--- src/rtl/pkt_arbiter.sv ---
// pkt_arbiter: round-robin merge of NUM_PORTS packet streams onto one output.
// Packets with even parity (XOR of all bits == 0) are accepted and dropped.
// Ports:
//   clk, resetn            - clock, asynchronous active-low reset
//   pkt_data_in/pkt_vld_in - per-port packet and valid
//   pkt_rdy_out            - per-port ready (combinational grant, one-hot or zero)
//   pkt_data_out/vld_out   - registered merged output packet and valid
//   pkt_rdy_in             - downstream ready
//   cnt_clr_in             - synchronous clear of all counters
//   fwd_cnt_out            - per-port forwarded-packet counters
//   err_cnt_out            - dropped (bad parity) packet counter
module pkt_arbiter #(
    parameter int unsigned PACKET_BITS = 72,
    parameter int unsigned NUM_PORTS   = 4
) (
    input  logic                   clk,
    input  logic                   resetn,
    input  logic [PACKET_BITS-1:0] pkt_data_in [NUM_PORTS],
    input  logic [NUM_PORTS-1:0]   pkt_vld_in,
    output logic [NUM_PORTS-1:0]   pkt_rdy_out,
    output logic [PACKET_BITS-1:0] pkt_data_out,
    output logic                   pkt_vld_out,
    input  logic                   pkt_rdy_in,
    input  logic                   cnt_clr_in,
    output logic [31:0]            fwd_cnt_out [NUM_PORTS],
    output logic [31:0]            err_cnt_out
);

    localparam int unsigned PTR_W = (NUM_PORTS > 1) ? $clog2(NUM_PORTS) : 1;
    localparam int unsigned CNT_W = 32;
    localparam logic [PTR_W-1:0] PTR_RESET = PTR_W'(NUM_PORTS - 1);

    logic [PTR_W-1:0]                  r_ptr;
    logic                              r_vld_out;
    logic [PACKET_BITS-1:0]            r_data_out;
    logic [NUM_PORTS-1:0][CNT_W-1:0]   r_fwd_cnt;
    logic [CNT_W-1:0]                  r_err_cnt;

    logic                   w_out_busy;
    logic                   w_found;
    logic [PTR_W-1:0]       w_grant_idx;
    logic [PTR_W-1:0]       w_cand;
    logic                   w_accept;
    logic [PACKET_BITS-1:0] w_sel_data;
    logic                   w_good;
    logic                   w_fwd_en;
    logic                   w_err_en;

    // Output slot cannot take a new packet while it holds one nobody consumes.
    assign w_out_busy = r_vld_out & ~pkt_rdy_in;

    // Rotating priority search: ptr+1 first, ptr itself last.
    always_comb begin
        w_found     = 1'b0;
        w_grant_idx = '0;
        w_cand      = '0;
        for (int unsigned k = 1; k <= NUM_PORTS; k++) begin
            w_cand = PTR_W'((32'(r_ptr) + k) % NUM_PORTS);
            if (!w_found && pkt_vld_in[w_cand]) begin
                w_found     = 1'b1;
                w_grant_idx = w_cand;
            end
        end
    end

    // Grant gated by resetn so no ready is shown while reset is held.
    assign w_accept    = resetn & w_found & ~w_out_busy;
    assign pkt_rdy_out = w_accept ? (NUM_PORTS'(1) << w_grant_idx) : '0;

    assign w_sel_data = pkt_data_in[w_grant_idx];
    assign w_good     = ^w_sel_data;
    assign w_fwd_en   = w_accept & w_good;
    assign w_err_en   = w_accept & ~w_good;

    // Pointer and output register.
    always_ff @(posedge clk or negedge resetn) begin
        if (!resetn) begin
            r_ptr      <= PTR_RESET;
            r_vld_out  <= 1'b0;
            r_data_out <= '0;
        end else begin
            if (w_accept) begin
                r_ptr <= w_grant_idx;
            end
            if (!w_out_busy) begin
                r_vld_out <= w_fwd_en;
            end
            if (w_fwd_en) begin
                r_data_out <= w_sel_data;
            end
        end
    end

    // Statistics counters; clear wins over a same-cycle increment.
    always_ff @(posedge clk or negedge resetn) begin
        if (!resetn) begin
            r_fwd_cnt <= '0;
            r_err_cnt <= '0;
        end else if (cnt_clr_in) begin
            r_fwd_cnt <= '0;
            r_err_cnt <= '0;
        end else begin
            if (w_fwd_en) begin
                r_fwd_cnt[w_grant_idx] <= r_fwd_cnt[w_grant_idx] + CNT_W'(1);
            end
            if (w_err_en) begin
                r_err_cnt <= r_err_cnt + CNT_W'(1);
            end
        end
    end

    assign pkt_data_out = r_data_out;
    assign pkt_vld_out  = r_vld_out;
    assign err_cnt_out  = r_err_cnt;

    for (genvar g = 0; g < NUM_PORTS; g++) begin : g_fwd
        assign fwd_cnt_out[g] = r_fwd_cnt[g];
    end

endmodule
--- config.mk ---
export PLATFORM = sky130hd
export DESIGN_NAME = pkt_arbiter
export DESIGN_NICKNAME = d
export VERILOG_FILES = /design/src/rtl/pkt_arbiter.sv
export SDC_FILE = /design/constraint.sdc
export NUM_CORES = 1
export LEC_CHECK = 0
export CAP_MARGIN = 5
export CELL_PAD_IN_SITES_DETAIL_PLACEMENT = 0
export CELL_PAD_IN_SITES_GLOBAL_PLACEMENT = 1
export CORE_ASPECT_RATIO = 0.8
export CORE_MARGIN = 3
export CORE_UTILIZATION = 30
export DETAILED_ROUTE_END_ITERATION = 8
export HOLD_SLACK_MARGIN = 0.06
export PLACE_DENSITY = 0.87
export SYNTH_ARGS = -nofsm -noshare
export SYNTH_HDL_FRONTEND = slang
export SYNTH_SLANG_ARGS = --single-unit
--- constraint.sdc ---
create_clock -name clk -period 4.4 [get_ports clk]
set_input_delay 0.88 -clock clk [delete_from_list [all_inputs] [get_ports clk]]
set_output_delay 0.88 -clock clk [all_outputs]
set_load 0.01 [all_outputs]
**Yosys cells after proc, flatten, opt, wreduce, memory -nomap -nowiden**

Cells that the tools add are included.

- Bits in registers: 235
- Bits of input ports: 296
- Output and inout bits: 237

- Add/subtract/negate cells: 6
- Magnitude comparators: 7
- Shift-type cells: 1
- Multiplexer cells: 29
- Bitwise operators: 9
- Reductions and logical operators: 10

Operator list:

| kind | count |
|---|---|
| 128-bit two-way mux | 2 |
| 72-bit binary-select mux with 2-bit select | 1 |
| 72-bit two-way mux | 2 |
| 128-bit bitwise mux | 1 |
| 32-bit two-way mux | 4 |
| 72-bit parity | 1 |
| 32-bit by 1-bit adder with 32-bit output, second input constant | 2 |
| 32-bit binary-select mux with 2-bit select | 1 |
| 32-bit demux with 2-bit select | 1 |
| 2-bit by 3-bit < comparator with 1-bit output, second input constant | 5 |
| 1-bit binary-select mux with 2-bit select | 4 |
| 1-bit two-way mux | 8 |
| 2-bit two-way mux | 4 |
| 1-bit bitwise AND | 5 |
| 2-bit by 1-bit adder with 2-bit output, second input constant | 2 |
| 2-bit adder, second input constant | 2 |
| 1-bit logical AND | 4 |
| 4-bit two-way mux | 1 |
| 2-bit nonzero test | 2 |
| 1-bit by 2-bit left shift with 4-bit output, first input constant | 1 |
| 3-bit greater-or-equal comparator, second input constant | 1 |
| 1-bit zero test | 3 |
| 1-bit inverter | 3 |
| 2-bit inverter with 3-bit output | 1 |
| 2-bit by 1-bit greater-or-equal comparator with 1-bit output, second input constant | 1 |

**Longest topological paths before layout**

Gate-level depths: netlist (run 1).

- Depth in word-level cells: 22
- Gate-level depth with buffers: 19

**Worst setup path before layout (run 1)**

No wires, ideal clock.

- Path kind: input to register
- Start: in pkt_vld_in[3]
- End: reg r_data_out[10] (netlist: pkt_data_out[10])
- Arrival time: 4.690 ns
- Required time: 4.275 ns
- Path slack: -0.414 ns
- Cell stages on the path: 15
- Path buffers: 3
- Cell sequence: a21bo_2 -> a21oi_4 -> or2_1 -> buf_4 -> mux4_2 -> xor2_1 -> xnor3_1 -> xnor3_1 -> xnor3_1 -> xnor3_1 -> xnor2_2 -> buf_4 -> nor2_2 -> buf_4 -> mux2_2

- Word-level cells in the longest chain between the ends: 18
- Elaborated cells between the ends (all ways): 30

RTL lines:

| element | RTL line | RTL |
|---|---|---|
| start, declared | 19 | `input logic [NUM_PORTS-1:0] pkt_vld_in,` |
| 1-bit binary-select mux with 2-bit select | 59 | `if (!w_found && pkt_vld_in[w_cand]) begin` |
| 1-bit two-way mux (not written as such) | 59 |  |
| 1-bit two-way mux | 59 |  |
| 1-bit zero test | 59 |  |
| 1-bit logical AND | 59 |  |
| 1-bit two-way mux | 59 |  |
| 1-bit zero test | 59 |  |
| 1-bit logical AND | 59 |  |
| 1-bit two-way mux | 59 |  |
| 1-bit zero test | 59 |  |
| 1-bit logical AND | 59 |  |
| 2-bit two-way mux | 59 |  |
| 2-bit inverter with 3-bit output (not written as such) | 70 | `assign w_sel_data = pkt_data_in[w_grant_idx];` |
| 72-bit binary-select mux with 2-bit select | 70 |  |
| 72-bit two-way mux (not written as such) (2 in a row) | 70 |  |
| 72-bit parity | 71 | `assign w_good = ^w_sel_data;` |
| 1-bit bitwise AND | 72 | `assign w_fwd_en = w_accept & w_good;` |
| end signal, assigned | 89 | `r_data_out <= w_sel_data;` |
| end, declared | 35 | `logic [PACKET_BITS-1:0] r_data_out;` |

Several ways; a longest one is shown, not always the timed one. The select of a mux whose other input is x is not followed.
A chain may end at the register's enable or synchronous reset.

**Final worst setup path (run 1)**

- Start: reg r_ptr[1]
- End: reg r_err_cnt[29] (netlist: err_cnt_out[29])

- Word-level cells in the longest chain between the ends: 21
- Elaborated cells between the ends (all ways): 36

RTL lines:

| element | RTL line | RTL |
|---|---|---|
| start, declared | 33 | `logic [PTR_W-1:0] r_ptr;` |
| start signal, assigned | 83 | `r_ptr <= w_grant_idx;` |
| 2-bit by 1-bit adder with 2-bit output | 58 | `w_cand = PTR_W'((32'(r_ptr) + k) % NUM_PORTS);` |
| 1-bit binary-select mux with 2-bit select | 59 |  |
| 1-bit two-way mux (not written as such) | 59 |  |
| 1-bit two-way mux | 59 |  |
| 1-bit zero test | 59 |  |
| 1-bit logical AND | 59 |  |
| 1-bit two-way mux | 59 |  |
| 1-bit zero test | 59 |  |
| [... 4 more ...] | -- |  |
| 2-bit two-way mux | 59 |  |
| 2-bit inverter with 3-bit output (not written as such) | 70 |  |
| 72-bit binary-select mux with 2-bit select | 70 |  |
| 72-bit two-way mux (not written as such) (2 in a row) | 70 |  |
| 72-bit parity | 71 |  |
| 1-bit inverter | 73 | `assign w_err_en = w_accept & ~w_good;` |
| 1-bit bitwise AND (*) | 73 |  |
| 2-bit nonzero test (no source line) (*) | -- |  |
| end signal, assigned | 107 | `r_err_cnt <= r_err_cnt + CNT_W'(1);` |
| end, declared | 37 | `logic [CNT_W-1:0] r_err_cnt;` |

Every way passes the cells marked *; elsewhere a longest branch is shown, timed or not. The select of a mux whose other input is x is not followed.

==> flow_summary_export.csv, run 1 <==
group,metric,value,unit
status,status,"complete, but fails checks",
status,violations,"negative setup slack",
floorplan,io_pins,533,
placement,pre_cts_ws,-1.409,ns
logic_synthesis,ys_ff_latch,235,
logic_synthesis,syn_area_per_cell,8.882,µm²
logic_synthesis,synth_cell_types,54,
global_route,grt_usage,25.49,%
drt,drt-wirelength-per-cell,23.97,µm
drt,drtPass1Iterations,7,
floorplan,die-area,0.05101,mm²
setup_path,rr_endpoint,"err_cnt_out[29]$_DFFE_PN0P_",
clock_tree,cts.sinks,235,
logic_synthesis,synth-compound-area-share,24.77,%
global_route,grt_max_degree,87,
placement,dp.final_hpwl,48790,µm
timing,hold_viol,0,
setup_path,arrival,5.12,ns
logic_synthesis,synth_simple_gate_area_share,18.96,%
setup_path,timing.rr.start,"r_ptr[1]$_DFFE_PN1P_",
logic_synthesis,synth_warnings,0,
drt,drtIter0Drc,1446,
setup_path,critPathLaunchType,"flop",
setup_path,critPathCaptureType,"flop",
logic_synthesis,synth_edf_count,0,
clock_tree,cts_tree,"built",
clock_tree,insertion_delay,0.57,ns
drt,drc_errors,0,
logic_synthesis,synth-main-ff-cell,"dfrtp_1",
clock_tree,clk_pin_slew,0.07,ns
timing,finalCritPeriodShare,105.7,%
timing,setup_slack,-0.2517,ns
logic_synthesis,synth_area_leaders,"dfrtp_1 40%, nand2_1 5.5%, nor3_1 4.4%",
logic_synthesis,synthAdderAreaFrac,0.1726,%
clock_tree,htree_levels,1,
global_route,grt_pass1_wl,102000,µm
logic_synthesis,yosys.area.top_type,"dfrtp_1",
logic_synthesis,synth_seq_area_share,40.59,%
logic_synthesis,synthMuxAreaShare,3.461,%
run,maxCapViolCount,0,
clock_tree,cts_max_path_buffers,3,
global_route,grt_overflow,0,
drt,drt_wl_total,70800,µm
clock_tree,cts_buffers,28,
placement,place_congestion,0.9914,
timing,fmax,215.0,MHz
setup_path,reg2regPathDepth,19,
finish,syn_to_final_growth,71.27,%
clock_tree,cts-root-buf,"clkbuf_16",
drt,route.vias.total,16860,
logic_synthesis,async_flop_share,100.0,%
floorplan,die_h,202.6,µm
floorplan,fp.coreArea,0.04735,mm²
timing,fin_skew,0.01591,ns
finish,fillers,4207,
floorplan,initial_core_util,30.61,%
placement,io_buffer_count,532,
setup_path,r2r_setup_slack,-0.25,ns
timing,tightest_slew,1.032,ns
global_route,grt_pass1_vias,16340,
clock_tree,hold_buffers,0,
worst_hold_path,hp-class,"primary input to async pin",
timing,setup_violations,218,
floorplan,die_width,251.8,µm
finish,fin_nets,2606,
setup_path,cp_max_fo,22,
setup_path,required,4.87,ns
timing,rsz0062_at_grt,"true",
timing,finalMaxSlewViolations,0,
logic_synthesis,synth_xor_area_share,6.629,%
drt,final_antenna_net_count,0,
logic_synthesis,syn_inst,1632,
drt,viasPerCell,5.709,
logic_synthesis,netlist_area,0.01450,mm²
finish,drive_gt1_share,24.08,%
logic_synthesis,synth_top_family_by_area,"compound AO/OA/AOI/OAI gates",
logic_synthesis,yosysTopAreaCellShare,40.22,%
global_route,grt_antenna_before_repair,2,
logic_synthesis,synth_fp_nets,1930,
timing,slew_headroom,31.18,%
timing,post-route-min-period,4.652,ns
floorplan,rows,71,
setup_path,crit_type,"flop to flop",
cell families after synthesis:
logic type      after synthesis
simple gates                562
compound gates              518
flops                       235
buf+inv                     184
xor+xnor                     90
mux                          41
fa+ha+maj                     2
worst max path at each step:
stage | start | endpoint | depth (start not counted)
2_1_floorplan | pkt_vld_in[1] | pkt_data_out[10]$_DFFE_PN0P_ | 17
6_report | r_ptr[1]$_DFFE_PN1P_ | err_cnt_out[29]$_DFFE_PN0P_ | 19
5_1_grt | r_ptr[1]$_DFFE_PN1P_ | err_cnt_out[25]$_DFFE_PN0P_ | 19
4_1_cts | r_ptr[1]$_DFFE_PN1P_ | err_cnt_out[27]$_DFFE_PN0P_ | 16
3_5_place_dp | pkt_vld_in[0] | fwd_cnt_out[45]$_DFFE_PN0P_ | 17
3_3_place_gp | pkt_vld_in[3] | fwd_cnt_out[53]$_DFFE_PN0P_ | 17
state kept, by name, summed over array words and instances, names as in the netlist:
name          flops
r_ptr             2
pkt_vld_out       1
fwd_cnt_out     128
err_cnt_out      32
pkt_data_out     72
cell type report:
type	instances	area [µm²]	area share, %
Inverter	17	63.81	0.2570
Clock buffer	37	784.5	3.160
Multi-Input combinational cell	1215	8950	36.05
Antenna cell	3	7.507	0.03024
Timing Repair Buffer	811	8204	33.05
Clock inverter	15	157.7	0.6350
Sequential cell	235	5883	23.70
Tap cell	620	775.7	3.125
Yosys cell counts, types with 14 or more instances:
library cell / number
mux2_2: 33
a311oi_1: 27
and3_1: 58
o21ai_0: 102
a21oi_1: 107
a32oi_1: 26
nand2_1: 212
a22o_1: 66
xnor2_1: 63
inv_1: 16
or4_1: 28
nand3_1: 65
dfrtp_1: 233
a211oi_1: 54
nor2_1: 27
a31o_2: 53
nor3_1: 127
xor2_1: 14
clkbuf_1: 102
buf_2: 43
o31ai_1: 68
placed cells by master, fill, tap and decap left out, types with 16 or more instances in the layout:
| master | instances |
|---|---|
| o21ai_0 | 91 |
| clkdlybuf4s50_1 | 526 |
| nor2_1 | 25 |
| a31o_2 | 46 |
| buf_6 | 26 |
| inv_1 | 16 |
| clkbuf_16 | 33 |
| a21oi_1 | 98 |
| and3_1 | 58 |
| a22o_1 | 65 |
| dfrtp_1 | 233 |
| nor3_1 | 126 |
| nand2_1 | 208 |
| mux2_2 | 30 |
| buf_4 | 203 |
| buf_12 | 36 |
| nand3_1 | 65 |
| xnor2_1 | 45 |
| a211oi_1 | 45 |
| o31ai_1 | 50 |
| or4_1 | 22 |
critical path: stages (launching register included):
cell and delay (ns):
dfstp_2 0.64, nand2_4 0.08, a21o_1 0.22, buf_12 0.13, buf_4 0.19, buf_12 0.17
o21ai_0 0.36, a32oi_4 0.12, xor2_2 0.21, xnor2_1 0.14, buf_4 0.16, xnor2_4 0.21
xnor2_4 0.14, xnor3_1 0.43, buf_6 0.16, xor2_4 0.22, buf_12 0.15, clkbuf_16 0.15
or4_1 0.49, a21oi_1 0.16
through the flow:
| stage | hold WS [ns] | cell area, µm² | TNS, ns | utilization [%] | std cells |
|---|---|---|---|---|---|
| floorplan | 0.4801 | 14600 | -1.355 | - | 1632 |
| global placement | 0.4884 | 21880 | -247.17 | 46.21 | 2827 |
| detailed placement | 0.4943 | 21880 | -263.20 | 46.21 | 2827 |
| CTS | 0.09196 | 23530 | -37.13 | 49.69 | 2919 |
| global route | 0.09295 | 24820 | -57.40 | 52.43 | 2952 |
| finish | 0.1221 | 24830 | -22.27 | 52.43 | 2953 |
timing repair:
action / in CTS / in global routing
pin swaps: 57 / 88
setup buffers: 32 / 29
resized for setup: 54 / 175
endpoints found under the setup margin: 237 / 235
gates cloned: 8 / 6
metal layers:
metal	vias up	track usage, %	part of all wire [%]
met1	8351	33.83	41
met5	-	0	0
met3	165	4.892	7.7
met2	885	41.91	48
met4	0	8.408	3.8
li1	7459	-	-
Power of run 1 is not shown: default switching activity piles up to over one toggle a cycle in this logic, so the estimate is an artifact.
==> run 2: changes to the inputs <==
==> constraint.sdc (replaced) <==
create_clock -name clk -period 4.4 [get_ports clk]
set_input_delay 0.88 -clock clk [delete_from_list [all_inputs] [get_ports clk]]
set_output_delay 0.88 -clock clk [all_outputs]
set_load 0.1 [all_outputs]
==> run 2 against run 1 <==
The run still ends with negative setup slack left. Via count grew 3.3%. Fmax is 0.49% lower. Clock-buffer cell count did not move. Setup slack worse by 0.023 ns. Core utilization rose by 3.4 points. Register-to-register slack improved by 0.03 ns. Final cell count up 0.98%. Global-route usage up 0.18 points. Non-clock buffer count grew 31. Sequential cell count did not move. Largest cell class unchanged.
==> flow_summary_export.csv, run 2 (same netlist as run 1, synthesis figures left out) <==
group,metric,value,unit
clock_tree,htree_levels,1,
timing,tightest_slew,1.416,ns
floorplan,rows,71,
clock_tree,insertion_delay,0.58,ns
drt,route.vias.total,17420,
clock_tree,cts-root-buf,"clkbuf_16",
clock_tree,cts.sinks,235,
global_route,grt_pass1_vias,16430,
timing,setup_slack,-0.2745,ns
global_route,grt_max_degree,88,
status,status,"complete, but fails checks",
setup_path,arrival,5.10,ns
placement,place_congestion,0.9395,
setup_path,path_buf_inv,10,
timing,setup_violations,232,
timing,slew_headroom,5.600,%
drt,drt_wl_total,75610,µm
global_route,grt_overflow,0,
drt,drtIter0Drc,1781,
timing,rsz0062_at_grt,"true",
global_route,grt_pass1_wl,102300,µm
timing,post-route-min-period,4.674,ns
worst_hold_path,hp-class,"primary input to async pin",
timing,finalMaxSlewViolations,0,
status,violations,"negative setup slack",
setup_path,crit_slowest_cell,"xnor3_2",
global_route,grt_antenna_before_repair,2,
setup_path,cp-startpoint,"pkt_vld_in[3]",
run,maxCapViolCount,0,
drt,drtPass1Iterations,6,
finish,fin_nets,2636,
drt,drt-wirelength-per-cell,25.36,µm
setup_path,timing.critical_path.depth,22,
drt,drc_errors,0,
floorplan,initial_core_util,30.61,%
timing,fin_tns_setup,-46.06,ns
floorplan,die_width,251.8,µm
global_route,grt_busiest_layer,"met2",
placement,dp.final_hpwl,46930,µm
finish,final_cell_mix,"522 x clkdlybuf4s50_1, 233 x dfrtp_1, 210 x nand2_1, 191 x buf_4, 78 x nor3_1",
placement,io_buffer_count,532,
floorplan,io_pins,533,
clock_tree,clk_pin_slew,0.06,ns
floorplan,fp.coreArea,0.04735,mm²
drt,viasPerCell,5.842,
clock_tree,hold_buffers,0,
setup_path,rr_endpoint,"pkt_data_out[34]$_DFFE_PN0P_",
global_route,grt_usage,25.67,%
clock_tree,cts_max_path_buffers,3,
setup_path,timing.rr.start,"r_ptr[1]$_DFFE_PN1P_",
setup_path,reg2regPathDepth,20,
setup_path,cp_max_fo,13,
setup_path,cp_top_family,"XOR/XNOR gates",
floorplan,die-area,0.05101,mm²
drt,final_antenna_net_count,0,
finish,drive_gt1_share,30.51,%
setup_path,slowest_delay,0.46,ns
floorplan,die_h,202.6,µm
timing,finalCritPeriodShare,106.2,%
global_route,grtUsageMet1,33.85,%
global_route,grt_use_met2,41.85,%
finish,fillers,3891,
setup_path,endpoint,"pkt_data_out[34]$_DFFE_PN0P_",
timing,fin_skew,0.03431,ns
clock_tree,cts_buffers,28,
setup_path,r2r_setup_slack,-0.22,ns
setup_path,path_common_cell,"buf_12",
clock_tree,cts_tree,"built",
setup_path,crit_chain,"clkdlybuf4s15_2 -> buf_6 -> nand2_2 -> a21o_4 -> buf_12 -> nor2_4 -> buf_12 -> buf_4 -> buf_4 -> buf_12 -> a21oi_2 -> a22o_4 -> xnor3_1 -> xnor2_2 -> xnor2_2 -> xnor3_2 -> xnor2_4 -> buf_12 -> nor2_4 -> buf_6 -> buf_12 -> mux2_4",
global_route,grt_util_met3,5.494,%
finish,final_common_cell,"clkdlybuf4s50_1",
setup_path,critPathLaunchType,"primary input",
setup_path,critPathCaptureType,"flop",
timing,hold_viol,0,
finish,largest_reg_flops,128,
timing,fmax,213.9,MHz
setup_path,crit_type,"primary input to flop",
setup_path,required,4.83,ns
finish,syn_to_final_growth,82.26,%
[run 2: cell types whose count changed in the layout (fill, tap and decap cells not counted), sizes merged]
| cell | previous run | this run |
|---|---|---|
| a21oi | 112 | 111 |
| diode | 3 | 2 |
| clkdlybuf4s50 | 526 | 522 |
| buf | 276 | 298 |
| bufinv | 2 | 5 |
| clkdlybuf4s15 | 0 | 1 |
| clkbuf | 43 | 55 |
| clkinvlp | 4 | 2 |
| clkinv | 9 | 8 |
[run 2: per-stage QoR]
step                      area [µm²]  setup slack (ns)  hold WS (ns)  util (%)  cells
after floorplan                14670          -0.07942        0.4801         -   1632
after global placement         21860            -1.153        0.4906     46.17   2815
after detailed placement       21860            -1.315        0.4943     46.17   2815
after CTS                      24390           -0.2989        0.2057     51.51   2934
after global routing           26420           -0.3698        0.2239     55.80   2982
final                          26420           -0.2745        0.2350     55.80   2982
[run 2: routing by layer]
| layer | part of all wire, % | wire length [µm] |
|---|---|---|
| met5 | 0 | 0 |
| met4 | 4.0 | 3031 |
| met3 | 9.1 | 6911 |
| met2 | 48 | 36220 |
| met1 | 39 | 29450 |
[run 2: worst min-delay path by stage]
stage	startpoint	to	slack (ns)	depth (start not counted)
4_1_cts	resetn	err_cnt_out[16]$_DFFE_PN0P_	0.21	1
2_1_floorplan	r_ptr[0]$_DFFE_PN1P_	r_ptr[0]$_DFFE_PN1P_	0.48	2
5_1_grt	resetn	err_cnt_out[19]$_DFFE_PN0P_	0.22	1
6_report	resetn	err_cnt_out[11]$_DFFE_PN0P_	0.23	1
3_3_place_gp	pkt_data_out[66]$_DFFE_PN0P_	pkt_data_out[66]$_DFFE_PN0P_	0.49	2
3_5_place_dp	pkt_data_out[26]$_DFFE_PN0P_	pkt_data_out[26]$_DFFE_PN0P_	0.49	1
[run 2: worst reg2reg max path: cells and delay by family, from the launching register on]
family / cells / cell delay (ns)
and+or+nand+nor: 3 / 0.36
xor gates and xnor gates: 5 / 1.52
DFF: 1 / 0.61
AOI/OAI and AO/OA: 3 / 0.58
buffers and inverters: 8 / 1.12
muxes: 1 / 0.32
[run 2: layout make-up]
class	instances	area [µm²]	share of cell area, %
Inverter	17	63.81	0.2415
Timing Repair Buffer	842	9203	34.83
Tap cell	620	775.7	2.936
Clock buffer	37	774.5	2.932
Sequential cell	235	5883	22.27
Antenna cell	2	5.005	0.01894
Clock inverter	15	220.2	0.8335
Multi-Input combinational cell	1214	9494	35.94
[run 2: what timing repair did]
item | 4_1_cts | 5_1_grt
setup buffers | 47 | 29
pin swaps | 131 | 83
resized for setup | 164 | 298
setup endpoints to repair | 236 | 234
gates cloned | 23 | 25
Power of run 2 is left out for the same reason.
